### src/rtl/breadboard_pkg.sv
// Shared definitions for the Breadboard sweep stage.
//   state_t     : sweep controller states
//   NUM_VECTORS : number of input combinations driven per sweep
//   IDX_W       : width of the vector index
//   EXP_R*      : known-good minterm maps of the Breadboard block
package breadboard_pkg;

  typedef enum logic [1:0] {
    IDLE   = 2'd0,
    SETTLE = 2'd1,
    FINISH = 2'd2
  } state_t;

  localparam int unsigned NUM_VECTORS = 16;
  localparam int unsigned IDX_W       = 4;

  localparam logic [15:0] EXP_R1 = 16'hF8A8;
  localparam logic [15:0] EXP_R3 = 16'hEAC0;
  localparam logic [15:0] EXP_R5 = 16'h111F;

endpackage

### src/rtl/breadboard_sweeper_timer.sv
// sweep_settle_timer: loadable down-counter that times the settle interval.
//   clk, rst_n : clock, asynchronous active-low reset
//   load       : load load_val (has priority over dec)
//   load_val   : reload value
//   dec        : decrement by one; holds at zero
//   value      : current count
//   zero       : count is zero
module sweep_settle_timer #(
  parameter int unsigned CNT_W = 8
) (
  input  logic             clk,
  input  logic             rst_n,
  input  logic             load,
  input  logic [CNT_W-1:0] load_val,
  input  logic             dec,
  output logic [CNT_W-1:0] value,
  output logic             zero
);

  always_ff @(posedge clk or negedge rst_n) begin
    if (!rst_n) begin
      value <= '0;
    end else if (load) begin
      value <= load_val;
    end else if (dec && !zero) begin
      value <= value - CNT_W'(1);
    end
  end

  assign zero = (value == '0);

endmodule

### src/rtl/breadboard_sweeper.sv
// breadboard_sweeper: clocked truth-table sweep around the Breadboard block.
// Drives all 16 {w,x,y,z} combinations in ascending order, holds each for
// SETTLE_CYCLES clocks, samples r1/r3/r5 in the last cycle of each vector and
// stores the results as three 16-bit minterm maps.
//   clk, rst_n          : clock, asynchronous active-low reset
//   start, abort        : begin a sweep (IDLE only) / terminate a sweep
//   w, x, y, z          : registered Breadboard drive (w = MSB of index)
//   r1, r3, r5          : Breadboard results
//   busy, done          : sweep in progress / one-cycle completion pulse
//   map_r1/r3/r5        : bit k = sampled output for input index k
//   rd_addr, rd_data    : combinational table read {r1, r3, r5}
module breadboard_sweeper
  import breadboard_pkg::*;
#(
  parameter int unsigned SETTLE_CYCLES = 4,
  parameter int unsigned CNT_W         = 8
) (
  input  logic        clk,
  input  logic        rst_n,
  input  logic        start,
  input  logic        abort,
  output logic        w,
  output logic        x,
  output logic        y,
  output logic        z,
  input  logic        r1,
  input  logic        r3,
  input  logic        r5,
  output logic        busy,
  output logic        done,
  output logic [15:0] map_r1,
  output logic [15:0] map_r3,
  output logic [15:0] map_r5,
  input  logic [3:0]  rd_addr,
  output logic [2:0]  rd_data
);

  localparam logic [CNT_W-1:0] RELOAD   = CNT_W'(SETTLE_CYCLES - 1);
  localparam logic [IDX_W-1:0] LAST_IDX = IDX_W'(NUM_VECTORS - 1);

  state_t             state_q, state_d;
  logic [IDX_W-1:0]   idx_q;
  logic [CNT_W-1:0]   tmr_value;
  logic               tmr_zero;
  logic               tmr_load, tmr_dec;
  logic               clr_maps, sample, idx_inc, idx_clr;

  sweep_settle_timer #(.CNT_W(CNT_W)) u_timer (
    .clk      (clk),
    .rst_n    (rst_n),
    .load     (tmr_load),
    .load_val (RELOAD),
    .dec      (tmr_dec),
    .value    (tmr_value),
    .zero     (tmr_zero)
  );

  always_ff @(posedge clk or negedge rst_n) begin
    if (!rst_n) state_q <= IDLE;
    else        state_q <= state_d;
  end

  // Abort beats the sample in the same cycle; the index is cleared on the
  // last sample so the drive already reads zero during FINISH.
  always_comb begin
    state_d  = state_q;
    tmr_load = 1'b0;
    tmr_dec  = 1'b0;
    clr_maps = 1'b0;
    sample   = 1'b0;
    idx_inc  = 1'b0;
    idx_clr  = 1'b0;
    case (state_q)
      IDLE: begin
        if (start) begin
          state_d  = SETTLE;
          tmr_load = 1'b1;
          clr_maps = 1'b1;
          idx_clr  = 1'b1;
        end
      end
      SETTLE: begin
        if (abort) begin
          state_d = IDLE;
          idx_clr = 1'b1;
        end else if (!tmr_zero) begin
          tmr_dec = 1'b1;
        end else begin
          sample = 1'b1;
          if (idx_q == LAST_IDX) begin
            state_d = FINISH;
            idx_clr = 1'b1;
          end else begin
            idx_inc  = 1'b1;
            tmr_load = 1'b1;
          end
        end
      end
      FINISH:  state_d = IDLE;
      default: state_d = IDLE;
    endcase
  end

  always_ff @(posedge clk or negedge rst_n) begin
    if (!rst_n) begin
      idx_q  <= '0;
      map_r1 <= '0;
      map_r3 <= '0;
      map_r5 <= '0;
    end else begin
      if (idx_clr)      idx_q <= '0;
      else if (idx_inc) idx_q <= idx_q + IDX_W'(1);

      if (clr_maps) begin
        map_r1 <= '0;
        map_r3 <= '0;
        map_r5 <= '0;
      end else if (sample) begin
        map_r1[idx_q] <= r1;
        map_r3[idx_q] <= r3;
        map_r5[idx_q] <= r5;
      end
    end
  end

  assign {w, x, y, z} = idx_q;
  assign busy         = (state_q == SETTLE);
  assign done         = (state_q == FINISH);
  assign rd_data      = {map_r1[rd_addr], map_r3[rd_addr], map_r5[rd_addr]};

  assert property (@(posedge clk) disable iff (!rst_n)
    (state_q == SETTLE) |-> (tmr_value <= RELOAD));

endmodule

### config.mk
export PLATFORM = sky130hd
export DESIGN_NAME = breadboard_sweeper
export DESIGN_NICKNAME = d
export VERILOG_FILES = /design/src/rtl/breadboard_pkg.sv /design/src/rtl/breadboard_sweeper_timer.sv /design/src/rtl/breadboard_sweeper.sv
export SDC_FILE = /design/constraint.sdc
export NUM_CORES = 1
export LEC_CHECK = 0
export BUFFER_PORTS_ARGS = -buffer_cell sky130_fd_sc_hd__buf_2
export CAP_MARGIN = 5
export CORE_MARGIN = 10
export CORE_UTILIZATION = 55
export CTS_CLUSTER_SIZE = 10
export DETAILED_ROUTE_END_ITERATION = 7
export PLACE_DENSITY = 0.91
export SETUP_SLACK_MARGIN = 0.2
export SLEW_MARGIN = 30
export SYNTH_ARGS = -nofsm -noshare
export SYNTH_HDL_FRONTEND = slang
export SYNTH_SLANG_ARGS = --single-unit
export TNS_END_PERCENT = 10
### constraint.sdc
create_clock -name clk -period 5.4 [get_ports clk]
set_clock_uncertainty 0.1 [all_clocks]
set_input_delay 0.81 -clock clk [delete_from_list [all_inputs] [get_ports clk]]
set_output_delay 0.81 -clock clk [all_outputs]
set_load 0.02 [all_outputs]
; After elaboration in Yosys (flattened, before gate mapping)
; Cells that the tools add are included.
[classes]
n_mux = 43
add_sub_neg = 2
n_reduce_logical = 9
magnitude_cmp = 3
eq_ne = 6
[op_table]
columns = cell, count
row1 = $mux 16, 6
row2 = $bwmux 16, 3
row3 = $mux 1, 19
row4 = $mux 8, 2
row5 = $bmux 1 s4, 3
row6 = $lt 4x5->1 const B, 2
row7 = $logic_not 8->1, 1
row8 = $mux 2, 4
row9 = $mux 4, 2
row10 = $sub 8x1->8 const B, 1
row11 = $ne 3x2->1 const B, 2
row12 = $reduce_bool 2->1, 3
row13 = $add 4x1->4 const B, 1
row14 = $demux 1 s4, 1
row15 = $eq 4x4->1 const B, 1
row16 = $ge 4x1->1 const B, 1
row17 = $pmux 1 s2, 2
row18 = $pmux 2 s2, 1
row19 = $reduce_and 3->1, 1
row20 = $eq 2x1->1 const B, 1
row21 = $eq 2x2->1 const B, 1
row22 = $logic_and 1x1->1, 2
row23 = $logic_not 2->1, 1
row24 = $ne 2x2->1 const B, 1
row25 = $logic_not 1->1, 1
[totals]
reg_bits = 62
input_bits = 11
word_cells = 69

; Longest topological paths before layout
[logic_depth]
depth_word = 7
ltp_mapped = 8
ltp_nobuf = 6

; Hierarchy
; From an unflattened synthesis, not the netlist that was laid out.
[unflattened]
hier_cells = 373
hier_area_um2 = 3632.2
[by_module_without_submodules]
columns = mod, instances, area_each_um2, seq_area_each_um2, cells_each
row1 = breadboard_sweeper, 1, 3104.2, 1351.3, 315
row2 = sweep_settle_timer, 1, 528.0, 200.2, 58

; Least setup slack after synthesis
; No wires, ideal clock.
[synth_path]
kind = input -> output
from = input port rd_addr[0]
to = output port rd_data[0]
required_ns = 4.490
slack_ns = 2.442
arrival_ns = 2.048
path_stages = 3
cell_sequence = buf_4 -> mux4_2 -> mux4_2
[synth_via]
elab_chain_cells = 2
[synth_lines]
columns = item, line_no
row1 = "start, declared", breadboard_sweeper.sv:34  ; input logic [3:0] rd_addr,
row2 = $bmux 1 s4, breadboard_sweeper.sv:129  ; assign rd_data = {map_r1[rd_addr], map_r3[rd_addr], map_r5[rd_addr]};
row3 = $mux 1 (not written as such), breadboard_sweeper.sv:129
row4 = "end, declared", breadboard_sweeper.sv:35  ; output logic [2:0] rd_data
; Every way passes these cells. The select of a mux whose other input is x is not followed.

; Final worst setup path
[layout_path]
from = input port rd_addr[0]
to = output port rd_data[1]
; The elaborated chain is that of the path after synthesis.

==> summary.txt <==
Power and ir drop
  • Sequential share of power: 0.456
  • Sw frac: 0.344
  • Clock share of power: 0.334
  • Leakage power: about 2.2 nW
  • Worst IR Drop VDD: roughly 0.17 mV
  • Part of the power in combinational logic: 0.209
  • Internal Pwr Total: ~0.73 mW
  • Pwr dens: a little under 300 nW/um^2
  • Psw: around 0.38 mW

Layout
  • Post-Layout Cell Count: between 400 and 500
  • Area Overhead vs Synth: 16.2%
  • Layout Cell Area excl Fill: 3840 um^2
  • Fin nets: between 300 and 400
  • Multi-input gate area: 1650 um^2
  • Reg area: approximately 1600 um^2
  • Final Util: 0.653
  • Layout cell share with drive strength beyond 1: 0.289
  • Filler cells: 440

Clock tree
  • Hold-fix buffers, CTS: 0
  • Clk slew on worst S/H paths: around 0.070 ns
  • CTS H-Tree Depth: 3
  • TritonCTS Sinks: between 60 and 70
  • Worst skew pair latency: roughly 0.35 ns
  • CTS tree: built
  • Num CTS Buffers: 9
  • Clock buffer depth: 2
  • Clock root cell: clkbuf_8
  • Post-CTS setup buffers: 0
  • Post-CTS resize count: 0

Worst setup path
  • Kind of critical path: input port to output port
  • CP max FO: 12
  • Arrival @ worst endpoint: about 2.4 ns
  • Startpoint Class: input port
  • Worst r2r src: u_timer.value[0]
  • Reg2reg path depth: 6
  • R2r setup slk: between 2 and 3 ns
  • Worst R2R End: map_r3[5]
  • Worst Path Required: ~4.5 ns
  • Setup crit end kind: output port

Timing
  • Endpoints failing setup: 0
  • Fin crit period: 3.28 ns
  • Final number of hold-violating endpoints: 0
  • Slew at the pin with the worst max-slew slack: between 0.8 and 0.9 ns
  • Rel. slew slack: 0.432
  • Setup tns final: 0 ns
  • Unrepaired setup endpoints after global routing: false
  • Fin crit share: 0.608
  • Maximum operating frequency: between 0.3 and 0.4 GHz
  • Fin. max-slew vios: 0

Floorplan
  • Row cnt: 28
  • DIE AREA: about 9500 um^2
  • # IOs: 68
  • Initial Util: 0.562
  • Die width: about 100 um
  • Core area: ~6000 um^2
  • Vert. Die Dim: a little under 100 um

Logic synthesis
  • Flip-flop and latch count after synthesis: between 60 and 70
  • Top-area cell type share of the netlist area: 0.469
  • Async SR Flop Fraction: 1.00
  • Post-synth EDFFs: 0
  • Synth unique cells: 37
  • Ys Warns: 0
  • Most frequent cells after synthesis: dfrtp_1 (62), mux2i_1 (39), nand2_1 (35)
  • Synth area leaders: dfrtp_1 (47%), mux2i_1 (12%), mux4_2 (10%)
  • Mapped Nets: ~320
  • Seq/Total Area, Yosys: 0.469
  • Post-synth top area cell: dfrtp_1
  • Count leader, synth: dfrtp_1
  • Syn_area_per_cell: between 10 and 15 um^2
  • Synth Flop Type: dfrtp_1
  • Mapped Area: roughly 3300 um^2
  • Syn Inst Count: about 300

Global route
  • Antenna violations before repair: 1
  • Largest net degree at the start of global routing: 63
  • Grt ovf: 0
  • Total Routing Usage GR: 0.196
  • First-pass GRT wire length: between 15000 and 20000 um
  • Vias in the first global route: between 2000 and 3000

Detailed routing
  • Routed Antenna Nets: 0
  • DR vias/cell: between 6 and 7
  • TritonRoute pass-1 iters: 4
  • DR vias: approximately 2800
  • Routed WL: approximately 9400 um
  • Wire per inst: between 20 and 25 um
  • Drt drc: 0
  • Initial DRC count: around 320

Placement
  • I/O Buffers: between 60 and 70
  • # placed instances: 426
  • Placed cell area: 3660 um^2
  • HPWL Detailed: 6710 um
  • Routability-driven placement congestion ratio: between 0.8 and 0.9

Hold path
  • Hold path depth: 2
  • Hold path start: u_timer.value[1]
  • HP Class: flop to flop
  • Worst Hold End: u_timer.value[1]

Flow run
  • MaxCap Viol Count: 0

Status
  • Outcome: complete, no violations
[power groups by stage]
stage               registers [mW]  logic (mW)  clock network, mW
floorplan                    0.516       0.173                  0
global placement             0.515       0.219                  0
finish                       0.509       0.233              0.373
global route                 0.512       0.258              0.393
detailed placement           0.517       0.229                  0
CTS                          0.508       0.232              0.374
[stage by stage]
| stage | hold slack (ns) | power (mW) | setup WS (ns) |
|---|---|---|---|
| 2_1_floorplan | 0.400 | 0.689 | 2.44 |
| 3_3_place_gp | 0.420 | 0.734 | 2.18 |
| 3_5_place_dp | 0.452 | 0.746 | 2.11 |
| 4_1_cts | 0.465 | 1.11 | 2.10 |
| 5_1_grt | 0.493 | 1.16 | 2.02 |
| 6_report | 0.463 | 1.11 | 2.12 |
[registers in the layout, indices dropped and copies added, names as in the netlist]
name	cells
map_r1	16
map_r3	16
map_r5	16
idx_q	4
state_q	2
u_timer.value	8
[logic make-up after synthesis]
family | Yosys count | synth area share
AND/OR/NAND/NOR | 123 | 0.193
flip-flops | 62 | 0.469
multiplexers | 54 | 0.220
AO/OA/AOI/OAI | 26 | 0.0473
buffers and inverters | 24 | 0.0314
XOR/XNOR | 6 | 0.0159
adder cells (fa/ha/maj) | 6 | 0.0227
[worst max-delay path, stage by stage]
cell and delay (ns):
buf_2 0.34, mux4_2 0.60, mux4_2 0.45, buf_2 0.17
[final cells by class]
class / instances / share of cell area
Clock inverter: 5 / 0.00912
Tap cell: 75 / 0.0244
Inverter: 6 / 0.00586
Antenna cell: 1 / 0.000651
Multi-Input combinational cell: 215 / 0.430
Sequential cell: 62 / 0.404
Timing Repair Buffer: 68 / 0.0892
Clock buffer: 11 / 0.0368
[cells in the final DEF, fill, tap and decap left out, drive strengths merged, types with 2 or more instances in the layout]
cell type / instances
o21ai: 7
clkbuf: 11
buf: 68
dfrtp: 62
o211ai: 2
mux2i: 39
mux4: 15
nand2: 35
o2111ai: 2
nor2: 33
nor2b: 3
and3b: 4
inv: 6
xor2: 3
clkinvlp: 4
ha: 6
a21oi: 12
or3: 3
xnor2: 3
nand3: 16
nor3b: 6
nand4: 13
and3: 4
[how the worst max path moves through the flow]
| stage | from | endpoint | slack, ns | depth (start not counted) |
|---|---|---|---|---|
| 6_report | rd_addr[0] | rd_data[1] | 2.12 | 4 |
| 5_1_grt | rd_addr[0] | rd_data[2] | 2.02 | 4 |
| 4_1_cts | rd_addr[0] | rd_data[1] | 2.10 | 4 |
| 3_5_place_dp | rd_addr[0] | rd_data[1] | 2.11 | 4 |
| 3_3_place_gp | rd_addr[0] | rd_data[1] | 2.18 | 4 |
| 2_1_floorplan | rd_addr[0] | rd_data[0] | 2.44 | 3 |
[routing by layer]
metal / share of wire / up-vias / routed length (um) / GRT usage
met5: 0 / - / 0 / 0
met4: 0.043 / 0 / 400 / 0.114
met3: 0.10 / 39 / 962 / 0.0697
met2: 0.48 / 187 / 4540 / 0.305
met1: 0.37 / 1372 / 3460 / 0.227
li1: - / 1216 / - / -
Note: power is estimated with default switching activity, not from simulation.
